<file path="src/rtl/ps2_key_event_ctrl.sv">
// PS/2 key event sequencer: folds E0/F0 prefix bytes into make/break events
// and queues them in a show-ahead FIFO popped by the CPU.
module ps2_key_event_ctrl #(
  parameter int unsigned DEPTH          = 8,
  parameter int unsigned TIMEOUT_CYCLES = 1250000
) (
  input  logic                     CLK,
  input  logic                     RESET,
  input  logic                     CODE_VALID,
  input  logic [7:0]               CODE,
  input  logic                     CODE_ERR,
  input  logic                     RD_EN,
  output logic                     EVT_VALID,
  output logic [9:0]               EVT_DATA,
  output logic [$clog2(DEPTH):0]   EVT_COUNT,
  output logic                     OVERFLOW,
  input  logic                     OVF_CLR,
  output logic                     FRAME_ERR,
  output logic                     PREFIX_TIMEOUT
);

  localparam int unsigned AW = $clog2(DEPTH);
  localparam int unsigned CW = AW + 1;
  localparam int unsigned TW = $clog2(TIMEOUT_CYCLES) + 1;

  typedef enum logic [1:0] {IDLE, EXT, BRK, EXT_BRK} state_t;

  state_t          state, state_next;
  logic [TW-1:0]   tmo_cnt;
  logic            timeout_hit;
  logic            push_req;
  logic [9:0]      push_data;
  logic            is_pfx, is_junk;

  logic [9:0]      mem [DEPTH];
  logic [AW-1:0]   wr_ptr, rd_ptr, rd_ptr_next;
  logic [CW-1:0]   count;
  logic            full, empty, do_push, do_pop, ovf_set;
  logic [9:0]      head_next;

  assign is_pfx  = (CODE == 8'hE0) || (CODE == 8'hF0);
  assign is_junk = (CODE == 8'h00) || (CODE == 8'hFF);

  always_ff @(posedge CLK) begin
    if (RESET) state <= IDLE;
    else       state <= state_next;
  end

  always_comb begin
    state_next = state;
    if (CODE_VALID) begin
      if (CODE_ERR) begin
        state_next = IDLE;
      end else begin
        unique case (state)
          IDLE: begin
            if (CODE == 8'hE0)      state_next = EXT;
            else if (CODE == 8'hF0) state_next = BRK;
          end
          EXT: begin
            if (CODE == 8'hF0)      state_next = EXT_BRK;
            else if (CODE == 8'hE0) state_next = EXT;
            else                    state_next = IDLE;
          end
          BRK, EXT_BRK: state_next = IDLE;
          default:      state_next = IDLE;
        endcase
      end
    end else if (timeout_hit) begin
      state_next = IDLE;
    end
  end

  always_comb begin
    timeout_hit = (state != IDLE) && !CODE_VALID && (tmo_cnt == TW'(TIMEOUT_CYCLES - 1));
    push_req    = 1'b0;
    push_data   = {2'b00, CODE};
    if (CODE_VALID && !CODE_ERR) begin
      unique case (state)
        IDLE:    push_req = !is_pfx && !is_junk;
        EXT: begin
          push_req  = !is_pfx && !is_junk;
          push_data = {2'b01, CODE};
        end
        BRK: begin
          push_req  = !is_pfx;
          push_data = {2'b10, CODE};
        end
        EXT_BRK: begin
          push_req  = !is_pfx;
          push_data = {2'b11, CODE};
        end
        default: push_req = 1'b0;
      endcase
    end
  end

  always_ff @(posedge CLK) begin
    if (RESET || CODE_VALID || state == IDLE || timeout_hit) tmo_cnt <= '0;
    else                                                    tmo_cnt <= tmo_cnt + 1'b1;
  end

  always_ff @(posedge CLK) begin
    if (RESET) begin
      FRAME_ERR      <= 1'b0;
      PREFIX_TIMEOUT <= 1'b0;
    end else begin
      FRAME_ERR      <= CODE_VALID && CODE_ERR;
      PREFIX_TIMEOUT <= timeout_hit;
    end
  end

  assign full        = (count == CW'(DEPTH));
  assign empty       = (count == '0);
  assign do_pop      = RD_EN && !empty;
  assign do_push     = push_req && (!full || do_pop);
  assign ovf_set     = push_req && full && !do_pop;
  assign rd_ptr_next = rd_ptr + AW'(do_pop);

  // Head register looks one cycle ahead; a write into an otherwise empty
  // queue bypasses the memory so EVT_DATA is valid together with EVT_VALID.
  always_comb begin
    head_next = EVT_DATA;
    if ((count - CW'(do_pop)) == '0) begin
      if (do_push) head_next = push_data;
    end else begin
      head_next = mem[rd_ptr_next];
    end
  end

  always_ff @(posedge CLK) begin
    if (do_push) mem[wr_ptr] <= push_data;
  end

  always_ff @(posedge CLK) begin
    if (RESET) begin
      wr_ptr   <= '0;
      rd_ptr   <= '0;
      count    <= '0;
      EVT_DATA <= '0;
      OVERFLOW <= 1'b0;
    end else begin
      if (do_push) wr_ptr <= wr_ptr + 1'b1;
      rd_ptr   <= rd_ptr_next;
      EVT_DATA <= head_next;
      if (do_push && !do_pop)      count <= count + 1'b1;
      else if (do_pop && !do_push) count <= count - 1'b1;
      if (ovf_set)      OVERFLOW <= 1'b1;
      else if (OVF_CLR) OVERFLOW <= 1'b0;
    end
  end

  assign EVT_VALID = !empty;
  assign EVT_COUNT = count;

endmodule

</file>
<file path="config.mk">
export PLATFORM = sky130hd
export DESIGN_NAME = ps2_key_event_ctrl
export DESIGN_NICKNAME = d
export VERILOG_FILES = /design/src/rtl/ps2_key_event_ctrl.sv
export SDC_FILE = /design/constraint.sdc
export NUM_CORES = 1
export LEC_CHECK = 0
export CAP_MARGIN = 20
export CORE_MARGIN = 1.5
export CORE_UTILIZATION = 35
export CTS_BUF_LIST = sky130_fd_sc_hd__clkbuf_8
export CTS_CLUSTER_DIAMETER = 40
export DETAILED_ROUTE_END_ITERATION = 6
export PLACE_DENSITY = 0.62
export SYNTH_ARGS = -nofsm -noshare
export SYNTH_HDL_FRONTEND = slang
export SYNTH_SLANG_ARGS = --single-unit
export TNS_END_PERCENT = 1
</file>
<file path="constraint.sdc">
create_clock -name CLK -period 2.9 [get_ports CLK]
set_input_delay 0.29 -clock CLK [delete_from_list [all_inputs] [get_ports CLK]]
set_output_delay 0.29 -clock CLK [all_outputs]
set_load 0.01 [all_outputs]
</file>
==> run metrics <==
metal3 WL=612 um; CP Max Fanout=3; CTS sink cnt=127; area of the multi-input gates=0.00186 mm2; syn nets=399; number of global-route vias before repair=3,456; Worst Path Buf+Inv=4; clock-pin slew on the worst setup and hold paths=0.08 ns; CTS H-tree depth=4; Worst Tran Pin Value=1.01 ns; Tcrit/Tclk final=96.9%; Routed wire per std cell=17.9 um; Ys Warns=0; Die Wd=125 um; met2 WL=5740 um; CTS Root Cell=clkbuf_8; top layer in use=met4; # Max-Cap Violations=0; ys async rst share=0%; All-Layer GR Usage=15.8%; Starting DRT DRC Count=281; Top cell by count, worst path=a21oi_2; Max Freq=0.356 GHz; min-delay worst type=primary input to flip-flop; routed vias/inst=5.17; Core ar.=0.0146 mm2; Area after DPL=0.00612 mm2; XOR/XNOR share of the synthesized area=4.17%; Primary FF master, synth=edfxtp_1; largest family of logic cells by synthesized area=simple AND/OR/NAND/NOR gates; Layout area overhead=25.9%; crit path cell chain=clkdlybuf4s50_1, or4_4, o31a_1, o21a_1, nand2_2, inv_1, ha_2, inv_2, buf_4, ha_1, a21oi_2, xnor2_1, or3_1, a21oi_2; EDFF count, synth=80; Post-Place Setup Slack=-0.438 ns; Mapped Avg Cell Area=14.0 um2; Synth Area in Compound Gates=6.58%; Total Wirelength=11,700 um; Die Y=125 um; sequential fraction of the synthesis area=63.7%; met1 WL=5130 um; leakage power=2.22 nW; Seq cells post-synth=127; Final WS setup=0.0909 ns; cell taking the most area after synthesis=edfxtp_1; clock buffer depth=2; Critical Path Source Type=primary input; layout net count=480; antenna violations before repair=0; crit path DAT=3.19 ns; Worst Clk Skew=0.0112 ns; status=finished clean; mapped cell area=0.00525 mm2; worst setup path class=primary input to flip-flop; Starting Density=36.0%; cts bufs inserted=17; Final Hold Slack=0.239 ns; Syn Inst Count=376; Worst Setup End Kind=flip-flop; Hold Buf Count CTS=0; largest net degree at the start of global routing=22; RSZ-0062 raised after global routing=no; post-route ant nets=0; clock tree from TritonCTS=built; first-pass GRT wire length=18,700 um; top cell type's share of synthesized area=45.8%; critical path's top delay family=simple AND/OR/NAND/NOR gates; register area=0.00334 mm2; Port Buf Inserts=31; num ports=32; DRC=0; post-DP HPWL=7750 um; top post-synthesis cells by area=edfxtp_1, dfxtp_1, mux4_2; Design Area, Final=0.00661 mm2; post-synthesis simple-gate area fraction=12.5%; Die ar.=0.0157 mm2; GRT overflow=0; gp weighted congestion=0.733; max incr delay on CP=0.46 ns; slowest library cell on the worst path=clkdlybuf4s50_1; critical path data required time=3.28 ns; final core occ=45.3%; Pwr per Cell Area=847 mW/mm2; # rows=44; Slew Limit Fails=0; final setup vio count=0; fillers=1,301; post-synthesis mux area share=9.18%; synth unique cells=50; min cycle time layout=2.81 ns; via count=3,379; worst-skew pair later-pin latency=0.44 ns; list of most frequent post-synthesis cells=edfxtp_1, dfxtp_1, nor2_1; Antenna Cells=0; Max IR drop VDD=497 uV; cell with the most instances after synthesis=edfxtp_1; share of cells above drive strength 1=23.4%; iteration count of the initial detailed-routing pass=4; Hold Vio Cnt, Final=0; relative slew slack=31.8%; Adder-Cell Fraction of Synth Area=2.29%
## metrics by stage
| stage | setup TNS [ns] | power (W) | instances |
|---|---|---|---|
| detailed placement | -5.66 | 0.00395 | 619 |
| global placement | -7.95 | 0.00391 | 618 |
| CTS | 0 | 0.00565 | 651 |
| floorplan | 0 | 0.00325 | 376 |
| finish | 0 | 0.00560 | 654 |
| global route | 0 | 0.00587 | 654 |
## power breakdown
| part | internal (W) | total (W) | leakage [nW] | switching (W) |
|---|---|---|---|---|
| sequential | 0.00203 | 0.00211 | 1.10 | 0.0000792 |
| combinational | 0.000955 | 0.00179 | 0.899 | 0.000837 |
| clock | 0.000985 | 0.00170 | 0.220 | 0.000713 |
## cells in the final DEF (no fill, tap or decap), types with 6 or more instances in the layout
cell	synthesis	final
buf_4	0	38
clkbuf_8	0	19
clkdlybuf4s50_1	0	26
dfxtp_1	47	47
edfxtp_1	80	80
ha_1	8	7
inv_1	10	10
mux4_2	20	20
nand2_1	11	10
nand3_1	14	14
nor2_1	46	46
nor2b_1	8	8
nor3_1	8	8
nor4_1	7	6
o21ai_1	6	6
o221a_1	7	7
o22ai_1	8	8
xnor2_1	19	19
xor2_1	6	6
## worst register-to-register path, cell delays in order (launching register included)
cell	delay, ns
dfxtp_1	0.38
nor2_1	0.18
nand2_1	0.09
and2_1	0.20
ha_1	0.20
ha_1	0.45
buf_12	0.21
mux4_2	0.33
mux2i_1	0.16
o32a_1	0.22
o21ai_1	0.08
## what timing repair did
item | in CTS | in global routing
setup buffers | 0 | 1
endpoints found under the setup margin | 0 | 1
gates resized for setup | 0 | 7
## flip-flops by register name (all words and copies together), names as in the netlist
name            flops
EVT_COUNT           4
EVT_DATA           10
FRAME_ERR           1
OVERFLOW            1
PREFIX_TIMEOUT      1
mem                80
rd_ptr              3
state               2
tmo_cnt            22
wr_ptr              3
## logic make-up (layout without fill, tap and decap cells)
group / count (synthesis) / count (layout)
compound gates: 44 / 44
xor+xnor: 25 / 25
fa+ha+maj: 9 / 9
buf+inv: 22 / 116
flops: 127 / 127
mux: 23 / 23
simple gates: 126 / 126
## final cells by class
cell class	count	area share, %
Multi-Input combinational cell	227	28.1
Inverter	10	0.568
Sequential cell	127	50.6
Timing Repair Buffer	74	10.5
Clock inverter	13	2.82
Tap cell	184	3.48
Clock buffer	19	3.96
## worst paths after layout
check / from / slack, ns / to / cells after the start
hold reg to reg: EVT_DATA[8]$_SDFFE_PP0P_ / 0.49 / EVT_DATA[8]$_SDFFE_PP0P_ / 2
setup reg to reg: EVT_COUNT[2]$_SDFFE_PP0P_ / 0.29 / EVT_DATA[8]$_SDFFE_PP0P_ / 10
setup / recovery: CODE[3] / 0.09 / EVT_COUNT[3]$_SDFFE_PP0P_ / 14
hold / removal: CODE[5] / 0.24 / mem[2][5]$_DFFE_PP_ / 2
## per-layer routing
layer | track usage (%) | vias to the layer above
met5 | 0 | -
met4 | 7.02 | 0
met3 | 3.59 | 17
met2 | 25.5 | 92
met1 | 20.3 | 1674
li1 | - | 1596
No activity file was read; power rests on OpenSTA's default activity.
